[config.mk]
export PLATFORM = sky130hd
export DESIGN_NAME = tsp_city_loader
export DESIGN_NICKNAME = d
export VERILOG_FILES = /design/src/rtl/tsp_city_loader.sv
export SDC_FILE = /design/constraint.sdc
export NUM_CORES = 1
export LEC_CHECK = 0
export CORE_ASPECT_RATIO = 0.9
export CORE_MARGIN = 5
export CORE_UTILIZATION = 55
export DETAILED_ROUTE_END_ITERATION = 12
export GPL_TIMING_DRIVEN = 0
export PLACE_DENSITY = 0.76
export SYNTH_ARGS = -nofsm -noshare
export SYNTH_HDL_FRONTEND = slang
export SYNTH_SLANG_ARGS = --single-unit
[constraint.sdc]
create_clock -name clk -period 4 [get_ports clk]
set_clock_uncertainty 0.05 [all_clocks]
set_input_delay 0.8 -clock clk [delete_from_list [all_inputs] [get_ports clk]]
set_output_delay 0.8 -clock clk [all_outputs]
set_load 0.005 [all_outputs]
[src/rtl/tsp_city_loader.sv]
`default_nettype none
// ============================================================================
//  Module   : tsp_city_loader
//  Purpose  : UART (8N1) front end for the TSP solver. It receives a framed
//             city list (0xA5, N, N x {x, y} [, checksum]), validates it and
//             writes each city's coordinates into the solver's city RAM.
//  Ports    : clk, rst      - system clock, asynchronous active-high reset
//             rx            - serial input, idle high, asynchronous to clk
//             wr_en         - one-cycle city RAM write strobe
//             wr_addr       - city index for the write
//             wr_x, wr_y    - coordinates for the write (held between writes)
//             num_cities    - city count of the last good frame
//             load_done     - one-cycle pulse, good frame completed
//             frame_err     - one-cycle pulse, frame aborted
//             busy          - high from header acceptance to frame end/abort
//  Config   : define TSP_LOADER_CHECKSUM_EN to require and check the trailing
//             XOR checksum byte; undefined, the frame ends after the last y.
//  Revision : 1.0 - initial release
// ============================================================================
module tsp_city_loader #(
  parameter int CLK_HZ       = 50000000,
  parameter int BAUD         = 115200,
  parameter int MAX_CITIES   = 16,
  parameter int COORD_W      = 8,
  parameter int TIMEOUT_BITS = 32
) (
  input  logic                          clk,
  input  logic                          rst,
  input  logic                          rx,
  output logic                          wr_en,
  output logic [$clog2(MAX_CITIES)-1:0] wr_addr,
  output logic [COORD_W-1:0]            wr_x,
  output logic [COORD_W-1:0]            wr_y,
  output logic [7:0]                    num_cities,
  output logic                          load_done,
  output logic                          frame_err,
  output logic                          busy
);

  localparam int DIV  = (CLK_HZ + BAUD / 2) / BAUD;
  localparam int HALF = DIV / 2;
  localparam int CW   = $clog2(DIV);
  localparam int AW   = $clog2(MAX_CITIES);
  localparam int TOUT = TIMEOUT_BITS * DIV;
  localparam int TW   = $clog2(TOUT + 1);

  localparam logic [CW-1:0] BIT_LAST  = CW'(DIV - 1);
  localparam logic [CW-1:0] HALF_LAST = CW'(HALF - 1);
  localparam logic [TW-1:0] TOUT_LAST = TW'(TOUT - 1);
  localparam logic [7:0]    MAX_N     = 8'(MAX_CITIES);
  localparam logic [7:0]    SYNC_BYTE = 8'hA5;

  // --------------------------------------------------------------------------
  // Input synchronizer; r_rx_prev gives the falling-edge reference.
  // --------------------------------------------------------------------------
  logic r_rx_meta;
  logic r_rx_sync;
  logic r_rx_prev;

  always_ff @(posedge clk or posedge rst) begin
    if (rst) begin
      r_rx_meta <= 1'b1;
      r_rx_sync <= 1'b1;
      r_rx_prev <= 1'b1;
    end else begin
      r_rx_meta <= rx;
      r_rx_sync <= r_rx_meta;
      r_rx_prev <= r_rx_sync;
    end
  end

  // --------------------------------------------------------------------------
  // Byte receiver
  // --------------------------------------------------------------------------
  typedef enum logic [1:0] {
    RX_IDLE  = 2'd0,
    RX_START = 2'd1,
    RX_DATA  = 2'd2,
    RX_STOP  = 2'd3
  } rx_state_t;

  rx_state_t      r_rx_state;
  logic [CW-1:0]  r_bit_cnt;
  logic [2:0]     r_bit_idx;
  logic [7:0]     r_shift;
  logic           r_byte_valid;
  logic           r_stop_err;

  always_ff @(posedge clk or posedge rst) begin
    if (rst) begin
      r_rx_state   <= RX_IDLE;
      r_bit_cnt    <= '0;
      r_bit_idx    <= '0;
      r_shift      <= '0;
      r_byte_valid <= 1'b0;
      r_stop_err   <= 1'b0;
    end else begin
      r_byte_valid <= 1'b0;
      r_stop_err   <= 1'b0;
      case (r_rx_state)
        RX_IDLE: begin
          if (r_rx_prev && !r_rx_sync) begin
            r_rx_state <= RX_START;
            r_bit_cnt  <= '0;
          end
        end
        RX_START: begin
          if (r_bit_cnt == HALF_LAST) begin
            r_bit_cnt <= '0;
            r_bit_idx <= '0;
            // Line back high at mid-start: a glitch, not a start bit.
            r_rx_state <= r_rx_sync ? RX_IDLE : RX_DATA;
          end else begin
            r_bit_cnt <= r_bit_cnt + 1'b1;
          end
        end
        RX_DATA: begin
          if (r_bit_cnt == BIT_LAST) begin
            r_bit_cnt <= '0;
            r_shift   <= {r_rx_sync, r_shift[7:1]};
            r_bit_idx <= r_bit_idx + 1'b1;
            if (r_bit_idx == 3'd7) r_rx_state <= RX_STOP;
          end else begin
            r_bit_cnt <= r_bit_cnt + 1'b1;
          end
        end
        RX_STOP: begin
          if (r_bit_cnt == BIT_LAST) begin
            r_bit_cnt    <= '0;
            r_rx_state   <= RX_IDLE;
            r_byte_valid <= r_rx_sync;
            r_stop_err   <= !r_rx_sync;
          end else begin
            r_bit_cnt <= r_bit_cnt + 1'b1;
          end
        end
        default: r_rx_state <= RX_IDLE;
      endcase
    end
  end

  // --------------------------------------------------------------------------
  // Frame FSM with registered outputs
  // --------------------------------------------------------------------------
  typedef enum logic [2:0] {
    ST_HUNT  = 3'd0,
    ST_COUNT = 3'd1,
    ST_X     = 3'd2,
    ST_Y     = 3'd3
`ifdef TSP_LOADER_CHECKSUM_EN
    ,
    ST_CSUM  = 3'd4
`endif
  } fsm_state_t;

  fsm_state_t    r_state;
  logic [7:0]    r_n;
  logic [7:0]    r_idx;
  logic [7:0]    r_x;
  logic [TW-1:0] r_timer;
`ifdef TSP_LOADER_CHECKSUM_EN
  logic [7:0]    r_csum;
`endif

  // The idle gap is measured from the last accepted byte; any receiver
  // activity (a start bit in progress) restarts it.
  logic w_rx_active;
  assign w_rx_active = (r_rx_state != RX_IDLE) || r_byte_valid;

  always_ff @(posedge clk or posedge rst) begin
    if (rst) begin
      r_state    <= ST_HUNT;
      r_n        <= '0;
      r_idx      <= '0;
      r_x        <= '0;
      r_timer    <= '0;
`ifdef TSP_LOADER_CHECKSUM_EN
      r_csum     <= '0;
`endif
      wr_en      <= 1'b0;
      wr_addr    <= '0;
      wr_x       <= '0;
      wr_y       <= '0;
      num_cities <= '0;
      load_done  <= 1'b0;
      frame_err  <= 1'b0;
      busy       <= 1'b0;
    end else begin
      wr_en     <= 1'b0;
      load_done <= 1'b0;
      frame_err <= 1'b0;

      if (r_state == ST_HUNT || w_rx_active) r_timer <= '0;
      else                                   r_timer <= r_timer + 1'b1;

      if (r_state != ST_HUNT && r_stop_err) begin
        frame_err <= 1'b1;
        busy      <= 1'b0;
        r_state   <= ST_HUNT;
      end else if (r_state != ST_HUNT && !w_rx_active && r_timer == TOUT_LAST) begin
        frame_err <= 1'b1;
        busy      <= 1'b0;
        r_state   <= ST_HUNT;
      end else if (r_byte_valid) begin
        case (r_state)
          ST_HUNT: begin
            if (r_shift == SYNC_BYTE) begin
              busy    <= 1'b1;
              r_state <= ST_COUNT;
            end
          end
          ST_COUNT: begin
            if (r_shift == 8'd0 || r_shift > MAX_N) begin
              frame_err <= 1'b1;
              busy      <= 1'b0;
              r_state   <= ST_HUNT;
            end else begin
              r_n     <= r_shift;
              r_idx   <= '0;
`ifdef TSP_LOADER_CHECKSUM_EN
              r_csum  <= r_shift;
`endif
              r_state <= ST_X;
            end
          end
          ST_X: begin
            r_x     <= r_shift;
`ifdef TSP_LOADER_CHECKSUM_EN
            r_csum  <= r_csum ^ r_shift;
`endif
            r_state <= ST_Y;
          end
          ST_Y: begin
            wr_en   <= 1'b1;
            wr_addr <= r_idx[AW-1:0];
            wr_x    <= COORD_W'(r_x);
            wr_y    <= COORD_W'(r_shift);
`ifdef TSP_LOADER_CHECKSUM_EN
            r_csum  <= r_csum ^ r_shift;
`endif
            if (r_idx == r_n - 8'd1) begin
`ifdef TSP_LOADER_CHECKSUM_EN
              r_state <= ST_CSUM;
`else
              // Without a checksum the frame completes with its last write.
              num_cities <= r_n;
              load_done  <= 1'b1;
              busy       <= 1'b0;
              r_state    <= ST_HUNT;
`endif
            end else begin
              r_idx   <= r_idx + 8'd1;
              r_state <= ST_X;
            end
          end
`ifdef TSP_LOADER_CHECKSUM_EN
          ST_CSUM: begin
            if (r_shift == r_csum) begin
              num_cities <= r_n;
              load_done  <= 1'b1;
            end else begin
              frame_err  <= 1'b1;
            end
            busy    <= 1'b0;
            r_state <= ST_HUNT;
          end
`endif
          default: begin
            busy    <= 1'b0;
            r_state <= ST_HUNT;
          end
        endcase
      end
    end
  end

endmodule
`default_nettype wire
==> results.md, run 1 <==
* Status: finished clean
* Initial antenna violation count at 0
* Layout cell share with drive strength beyond 1 at 0.120
* Dpl hpwl at 6070 um
* Synth Flop Type: dfrtp_1
* Power Total at between 1.5 and 2 mW
* Max VDD drop at 227 uV
* N_diodes at 0
* DR iter-0 viols at roughly 170
* Initial cell density of the core at 0.568
* Crit path kind: reg2reg
* # fillers at between 600 and 700
* Sw frac at 0.264
* Synth cell types at 56
* Crit start category: flop
* Most common cell after layout, fill and taps aside: dfrtp_1
* Avg Inst Size Synth at 10.4 um2
* Chip height at 96.6 um
* Worst hold path stage count at 0
* ANT nets after route at 0
* Met2 Usage GRT at 0.304
* Tot GR Track Use at 0.188
* Most used cells in the layout excluding fill and tap cells: dfrtp_1, nand2_1, clkdlybuf4s50_1
* CTS sink count at 99
* Global-route met3 utilization at 0.0465
* Post-route cell area at between 5000 and 6000 um2
* Final nets at 498
* Max FO, Critical Path at 8
* YS warnings at 0
* R2R Path Start: r_shift[1]
* CTS buffer count at 9
* GRT overflow at 0
* Min-delay src: r_rx_meta
* Synthesized area at 4580 um2
* Post-CTS Setup Repair Bufs at 0
* Hold Buf Count CTS at 0
* Post-Route WL at ~8600 um
* Comb power frac at 0.053
* Yosys reg bits at 99
* Mapped Cells at roughly 440
* Finished Core Util at 0.652
* DP Area at 5070 um2
* R2r worst-path depth at 8
* Crit path capture type: flop
* P_int at 1.31 mW
* Clock Latency Late Sink at around 370 ps
* Sequential fraction of design power at 0.603
* Relative slew slack at 0.290
* Reg2reg end: r_n[2]
* Post-CTS resize count at 0
* Met1 usage in global routing at 0.248
* Count of final hold-check violations at 0
* GP Congestion at 0.817
* Crit share post-route at 0.672
* Hold WS at between 300 and 400 ps
* # IOs at 35
* Pin count of the biggest net entering global routing at 69
* Clock root cell: clkbuf_8
* I/O Buffers at 34
* Leakage at 2.43 nW
* Max Freq at approximately 0.37 GHz
* Final setup fails at 0
* Vias in the first global route at 3254
* Crit path to: r_n[2]
* First-pass GRT wire length at between 15000 and 20000 um
* Crit path DAT at a little under 3000 ps
* P per Cell Area at between 300 and 400 nW/um2
* Die width at 106 um
* Vias per cell at 5.57
* Synth async-reset ratio at 1.00
* Max-cap violations at 0
* Core Box Area at 8070 um2
* Tmin final at around 2700 ps
* Register area share after synthesis at 0.542
* First-pass DRT Iterations at 4
* Post-synth EDFFs at 0
* Setup TNS Final at 0 ps
* Worst-Margin Slew at 1060 ps
* Gr busiest metal: met2
* Die area at 10300 um2
* Reg clk slew, reported paths at 100 ps
* Clock Tree Buf Depth at 2
* WL/cell at 14.5 um
* Area growth from synthesis to layout at 14.8%
* RSZ-0062 raised after global routing: false
* Hold crit path type: reg2reg
* Setup crit start: r_shift[1]
* Vias at 3290
* CTS tree: yes
* # DRC at 0
* Worst Path Required at between 4000 and 5000 ps
* Mapped Nets at 452
* Clock share of power at 0.344
* # H-tree levels at 3
* Row Count at 31
* Final Max Tran Viols at 0
* P_sw at 0.468 mW
* Reg2reg setup slack at 1310 ps
flip-flops by register name, indices dropped and copies added, names as in the netlist, 2 cells and up, named ones only:
signal	flops
r_bit_cnt	9
wr_addr	4
wr_y	8
r_state	2
r_timer	14
r_x	8
r_bit_idx	3
r_idx	8
num_cities	8
wr_x	8
r_shift	8
r_n	8
final cells by class:
cell class / count / area, um2 / share of cell area
Timing Repair Buffer: 35 / 368 / 0.0700
Clock inverter: 7 / 60.1 / 0.0114
Inverter: 15 / 58.8 / 0.0112
Multi-Input combinational cell: 311 / 1960 / 0.373
Buffer: 16 / 78.8 / 0.0150
Sequential cell: 99 / 2480 / 0.472
Clock buffer: 9 / 124 / 0.0236
Tap cell: 99 / 124 / 0.0236
power groups by stage:
| stage | logic, mW | clock network, mW | registers (mW) |
|---|---|---|---|
| final | 0.0949 | 0.611 | 1.07 |
| after global routing | 0.117 | 0.670 | 1.08 |
| after CTS | 0.0972 | 0.632 | 1.07 |
| after detailed placement | 0.0962 | 0 | 1.09 |
| after global placement | 0.0862 | 0 | 1.09 |
| after floorplan | 0.0718 | 0 | 1.08 |
synthesized netlist by cell type, drive strengths merged (2+ instances only):
cell | number | share of area
mux2 | 25 | 0.068
nand4 | 10 | 0.014
o31ai | 4 | 0.0066
nand3b | 3 | 0.0049
inv | 15 | 0.012
clkbuf | 11 | 0.0090
nor2b | 5 | 0.0068
dfrtp | 96 | 0.52
nand2b | 10 | 0.014
a21bo | 2 | 0.0044
nor2 | 28 | 0.023
and3 | 8 | 0.011
a31oi | 2 | 0.0027
o21ai | 35 | 0.039
or3 | 6 | 0.0082
nor3 | 5 | 0.0055
ha | 8 | 0.022
nand3 | 14 | 0.015
buf | 5 | 0.0082
nand2 | 84 | 0.069
xnor2 | 7 | 0.015
a21oi | 7 | 0.0076
a211oi | 2 | 0.0033
o2bb2ai | 2 | 0.0038
xor2 | 14 | 0.027
nor4 | 4 | 0.0068
or4 | 2 | 0.0033
dfstp | 3 | 0.017
mux2i | 4 | 0.0087
worst max-delay path, stage by stage (launching register included):
cell      delay [ps]
dfrtp_1          460
nor4_1           340
xor2_1           120
o41ai_2          530
nand3b_1         180
o21ai_2          280
and2_1           190
buf_6            140
mux2_4           300
per-stage QoR:
step / setup WS (ps) / cells
final: 1310 / 591
after global routing: 1150 / 591
after floorplan: 565 / 441
after detailed placement: 1330 / 575
after global placement: -818 / 574
after CTS: 1320 / 591
logic make-up (layout without fill, tap and decap cells):
family	after synthesis	count (layout)	synth area share
buffers and inverters	31	82	0.0295
AND/OR/NAND/NOR	184	184	0.190
multiplexers	29	29	0.0768
XOR/XNOR	21	21	0.0418
flip-flops	99	99	0.542
adder cells (fa/ha/maj)	8	8	0.0219
AO/OA/AOI/OAI	69	69	0.0984
worst min path at each step:
stage | to | slack [ps]
after floorplan | r_rx_sync | 300
after global placement | r_rx_sync | 300
after detailed placement | r_rx_sync | 300
after CTS | r_rx_sync | 310
after global routing | r_rx_sync | 320
final | r_rx_sync | 310
layer usage:
layer  vias to the layer above  part of all wire  routed length [um]
met5                         -                 0                   0
met4                         0             0.016                 136
met3                        12             0.034                 289
met2                        50              0.48                4140
met1                      1613              0.47                4030
li1                       1615                 -                   -
(Power assumes the default switching activity.)
==> run 2, diff against run 1 <==
CORE_UTILIZATION = 52   (was 55)
PLACE_DENSITY = 0.75   (was 0.76)
clock period = 2.3 ns   (was 4 ns; I/O delays follow)
==> results.md, run 2 (same netlist as run 1, synthesis figures left out) <==
* GP Congestion at 0.857 (+5.0%)
* ANT nets after route at 0 (unchanged)
* Reg clk slew, reported paths at 90 ps (about the same)
* Reg2reg setup slack at -150 ps (-1460 ps)
* RSZ-0062 raised after global routing: true
* First-pass GRT wire length at 16000 um (+4.0%)
* Crit path kind: reg2reg
* Die area at 10800 um2 (+5.2%)
* DR iter-0 viols at 137 (-19%)
* First-pass DRT Iterations at 4 (unchanged)
* Max Freq at 0.408 GHz (+9.8%)
* Relative slew slack at 0.316 (+0.0263)
* Clock root cell: clkbuf_8
* N_diodes at 0 (unchanged)
* P_sw at 0.775 mW (+66%)
* Hold crit path type: reg2reg
* Failing checks: setup timing
* Most used cells in the layout excluding fill and tap cells: dfrtp_1, nand2_1, clkdlybuf4s50_1
* Status: complete, but fails checks
* Crit share post-route at 1.06 (+0.392)
* Crit path capture type: flop
* Setup TNS Final at -1460 ps (-1460 ps)
* Vias at 3447 (+4.8%)
* CP bufs+invs at 1 (unchanged)
* Met2 routed WL at 4990 um (+21%)
* Largest stage delay, worst path at 440 ps (-90 ps)
* Leakage at 2.60 nW (+7.0%)
* Largest Register: r_timer
* P_int at 2.46 mW (+88%)
* Dpl hpwl at 6170 um (+1.6%)
* CTS sink count at 99 (unchanged)
* Top layer in use: met4
* Final WS setup at -149 ps (-1460 ps)
* Max FO, Critical Path at 5 (-3)
* # H-tree levels at 3 (unchanged)
* Crit path DAT at 2650 ps (-260 ps)
* Count of final hold-check violations at 0 (unchanged)
* Final setup fails at 18 (+18)
* Worst-Margin Slew at 1020 ps (-39.2 ps)
* Sequential fraction of design power at 0.577 (-0.026)
* Area growth from synthesis to layout at 25.3%
* Tmin final at 2450 ps (-240 ps)
* Initial antenna violation count at 0 (unchanged)
* Core Box Area at 8570 um2 (+6.2%)
* # DRC at 0 (unchanged)
* Initial cell density of the core at 0.534 (-0.0332)
* Layout cell share with drive strength beyond 1 at 0.216 (+0.0960)
* Row Count at 32 (+3.2%)
* WL/cell at 15.7 um (+7.9%)
* Met3 Routed Length at 347 um (+20%)
* Die width at 109 um (+2.6%)
* Clock Tree Buf Depth at 2 (unchanged)
* Vias in the first global route at 3376 (+3.7%)
* Crit start category: flop
* GRT overflow at 0 (unchanged)
* Power Total at 3.23 mW (+82%)
* Sw frac at 0.240 (-0.0236)
* Worst Path Required at 2510 ps (-1710 ps)
* Most common cell after layout, fill and taps aside: dfrtp_1
* # IOs at 35 (unchanged)
* CP cell instances: xnor2_2 > xor2_1 > nand4_1 > a21oi_2 > o21ai_2 > or2_4 > buf_6 > mux2_4
* CTS tree: yes
* Tot GR Track Use at 0.186 (-0.00202)
* P per Cell Area at 563 nW/um2 (+67%)
* Pin count of the biggest net entering global routing at 44 (-36%)
* Max VDD drop at 578 uV (+150%)
* Max-cap violations at 0 (unchanged)
* Vias per cell at 5.45 (-2.2%)
* Final Max Tran Viols at 0 (unchanged)
* Largest delay contributor family on the critical path: XOR/XNOR gates
* Chip height at 99.0 um (+2.5%)
* I/O Buffers at 34 (unchanged)
* Number of flip-flops in the largest register at 14 (unchanged)
* Clock share of power at 0.370 (+0.026)
* Regs by FF count: r_timer (14), r_bit_cnt (9)
* CP max-delay cell: dfrtp_1
* Post-Route WL at 9930 um (+16%)
* Final nets at 520 (+4.4%)
* CTS buffer count at 9 (unchanged)
* Comb power frac at 0.053 (about the same)
* Wl on met1 at 4390 um (+8.7%)
* Hold Buf Count CTS at 0 (unchanged)
* Clock Latency Late Sink at 370 ps (about the same)
-- run 2: cell types whose count changed in the layout (fill, tap and decap cells not counted), sizes merged --
cell      previous run  this run
clkinv               1         0
buf                  6        28
clkinvlp             2         3
clkbuf              20        24
bufinv               0         1
inv                 19        14
-- run 2: worst paths after layout --
path	start	end	cells past startpoint
worst min register to register	r_rx_meta	r_rx_sync	0
worst min-delay path	r_rx_meta	r_rx_sync	0
min in group asynchronous	rst	wr_y[0]	2
worst max-delay path	r_idx[7]	num_cities[3]	8
worst max register to register	r_idx[7]	num_cities[3]	8
max in group asynchronous	rst	r_rx_meta	3
-- run 2: cell type report --
class / instances / area, um2
inverters: 15 / 60.1
clock inverters: 3 / 45.0
multi-input cells: 311 / 2170
well taps: 119 / 149
flip-flops and latches: 99 / 2480
clock buffers: 13 / 169
repair buffers: 58 / 581
fillers: 672 / 2830
plain buffers: 15 / 80.1
-- run 2: power by group through the flow --
| stage | combinational, mW | clock, mW | sequential [mW] |
|---|---|---|---|
| after global placement | 0.150 | 0 | 1.89 |
| after detailed placement | 0.168 | 0 | 1.89 |
| after CTS | 0.171 | 1.22 | 1.86 |
| after global routing | 0.207 | 1.28 | 1.88 |
| after floorplan | 0.125 | 0 | 1.88 |
| final | 0.171 | 1.19 | 1.87 |
-- run 2: timing repair --
action	in CTS	in global routing
setup endpoints to repair	36	41
buffers inserted	12	8
gates resized for setup	21	30
pin swaps	8	11
gates cloned	1	1
-- run 2: through the flow --
| step | area, um2 | std cells | worst slack, ps | hold slack (ps) | utilization |
|---|---|---|---|---|---|
| 2_1_floorplan | 4600 | 441 | 1.54 | 295 | - |
| 3_3_place_gp | 5080 | 594 | -348 | 299 | 0.593 |
| 3_5_place_dp | 5120 | 596 | -373 | 299 | 0.598 |
| 4_1_cts | 5540 | 624 | -86.3 | 311 | 0.646 |
| 5_1_grt | 5740 | 633 | -238 | 316 | 0.670 |
| 6_report | 5740 | 633 | -149 | 311 | 0.670 |
-- run 2: per-layer routing --
layer | global-route usage | vias to the layer above
met5 | 0 | -
met2 | 0.294 | 66
li1 | - | 1662
met4 | 0.0680 | 0
met1 | 0.248 | 1699
met3 | 0.0452 | 20
==> run 3, diff against run 2 <==
CORE_UTILIZATION = 55   (was 52)
PLACE_DENSITY = 0.76   (was 0.75)
clock period = 2.42 ns   (was 2.3 ns; I/O delays follow)
==> results.md, run 3 (same netlist as run 1, synthesis figures left out) <==
* Status: finished clean
* ANT nets after route at 0 (unchanged)
* # IOs at 35 (unchanged)
* Dpl hpwl at 6300 um (+2.1%)
* WL/cell at 15.0 um (-4.4%)
* Largest stage delay, worst path at 390 ps (-50 ps)
* Most common cell after layout, fill and taps aside: dfrtp_1
* Final WS setup at 10.1 ps (+159 ps)
* I/O Buffers at 34 (unchanged)
* CP cell instances: inv_2 > ha_4 > xor2_1 > o2111ai_1 > a211o_1 > o311ai_2 > o21ai_2 > buf_4 > buf_4 > a21bo_2 > o31ai_2
* Vias in the first global route at 3369 (-0.21%)
* Worst Path Required at 2640 ps (+130 ps)
* GRT overflow at 0 (unchanged)
* Min-delay src: r_rx_meta
* Max Freq at 0.415 GHz (+1.6%)
* Count of final hold-check violations at 0 (unchanged)
* Regs by FF count: r_timer (14), r_bit_cnt (9)
* CP max-delay cell: dfrtp_1
* First-pass GRT wire length at 15700 um (-2.0%)
* Placed cell count at 576 (-3.4%)
* Crit start category: flop
* Reg clk slew, reported paths at 100 ps (about the same)
* CTS buffer count at 9 (unchanged)
* Most used cells in the layout excluding fill and tap cells: dfrtp_1, nand2_1, clkdlybuf4s50_1
* Chip height at 96.6 um (-2.5%)
* Crit share post-route at 0.996 (-0.0690)
* First-pass DRT Iterations at 4 (unchanged)
* GP Congestion at 0.793 (-7.5%)
* Largest Register: r_timer
* Row Count at 31 (-3.1%)
* Pin count of the biggest net entering global routing at 42 (-4.5%)
* Layout cell share with drive strength beyond 1 at 0.193 (-0.0234)
* Initial cell density of the core at 0.568 (+0.0332)
* Hold crit path type: reg2reg
* R2R Path Start: r_n[1]
* Number of flip-flops in the largest register at 14 (unchanged)
* Vias at 3386 (-1.8%)
* # H-tree levels at 3 (unchanged)
* Max VDD drop at 377 uV (-35%)
* Largest delay contributor family on the critical path: compound AO/OA/AOI/OAI gates
* Die width at 106 um (-2.5%)
* Tot GR Track Use at 0.190 (+0.00477)
* N_diodes at 0 (unchanged)
* Clock Tree Buf Depth at 2 (unchanged)
* DR iter-0 viols at 141 (+2.9%)
* Initial antenna violation count at 0 (unchanged)
* Tmin final at 2410 ps (-39.2 ps)
* Vias per cell at 5.57 (+2.3%)
* # DRC at 0 (unchanged)
* Finished Layout Cells at 608 (-3.9%)
* Most used cell, CP: buf_4
* Final Max Tran Viols at 0 (unchanged)
* Leakage at 2.55 nW (-2.1%)
* Crit path capture type: flop
* Final setup fails at 0 (-18)
* Final nets at 515 (-0.96%)
* Clock Latency Late Sink at 370 ps (about the same)
* DP Area at 5090 um2 (-0.73%)
* Pre-CTS setup slack at -316 ps (+57.1 ps)
* Max FO, Critical Path at 3 (-2)
* Core Box Area at 8070 um2 (-5.8%)
* Crit path kind: reg2reg
* Post-route cell area at 5550 um2 (-3.3%)
* P per Cell Area at 546 nW/um2 (-2.9%)
* CTS sink count at 99 (unchanged)
* CTS tree: yes
* Crit path DAT at 2630 ps (-20 ps)
* CP bufs+invs at 3 (+2)
* Die area at 10300 um2 (-4.9%)
* Worst-Margin Slew at 1040 ps (+21.3 ps)
* Post-Route WL at 9120 um (-8.2%)
* Area growth from synthesis to layout at 21.2%
* Setup TNS Final at 0 ps (+1460 ps)
* Clock root cell: clkbuf_8
* Relative slew slack at 0.302 (-0.0143)
* Max-cap violations at 0 (unchanged)
* RSZ-0062 raised after global routing: true
* Hold WS at 312 ps (+0.655 ps)
* Setup crit start: r_n[1]
run 3: worst paths after layout:
path | to | slack, ps | depth (start not counted)
max | r_idx[5] | 10 | 11
min | r_rx_sync | 310 | 0
max reg2reg | r_idx[5] | 10 | 11
min reg2reg | r_rx_sync | 310 | 0
max in group asynchronous | r_idx[2] | 1010 | 4
min in group asynchronous | wr_y[1] | 490 | 2
run 3: layer usage:
metal,global-route usage,wire (um)
met5,0,0
met4,0.0496,104
met3,0.0465,262
met2,0.329,4530
met1,0.243,4220
run 3: timing repair:
| action | CTS | global route |
|---|---|---|
| pin swaps | 5 | 6 |
| gates resized for setup | 16 | 20 |
| setup endpoints to repair | 30 | 32 |
| cloned | 0 | 1 |
| hold buffers | 0 | 0 |
| setup buffers | 8 | 8 |
run 3: final cells by class:
| cell class | count | area, um2 |
|---|---|---|
| Fill cell | 619 | 2520 |
| Sequential cell | 99 | 2480 |
| Multi-Input combinational cell | 311 | 2080 |
| Timing Repair Buffer | 53 | 515 |
| Clock buffer | 9 | 124 |
| Tap cell | 99 | 124 |
| Clock inverter | 7 | 83.8 |
| Buffer | 15 | 76.3 |
| Inverter | 15 | 60.1 |
run 3: stage by stage:
stage          total power, mW   util
2_1_floorplan             1.90      -
6_report                  3.03  0.688
4_1_cts                   3.06  0.673
5_1_grt                   3.18  0.688
3_5_place_dp              1.96  0.631
3_3_place_gp              1.94  0.626
run 3: power by group:
part / internal (mW) / switching, mW / leakage, nW
Clock: 0.496 / 0.610 / 0.102
Sequential: 1.71 / 0.0626 / 1.35
Combinational: 0.0627 / 0.0937 / 1.09
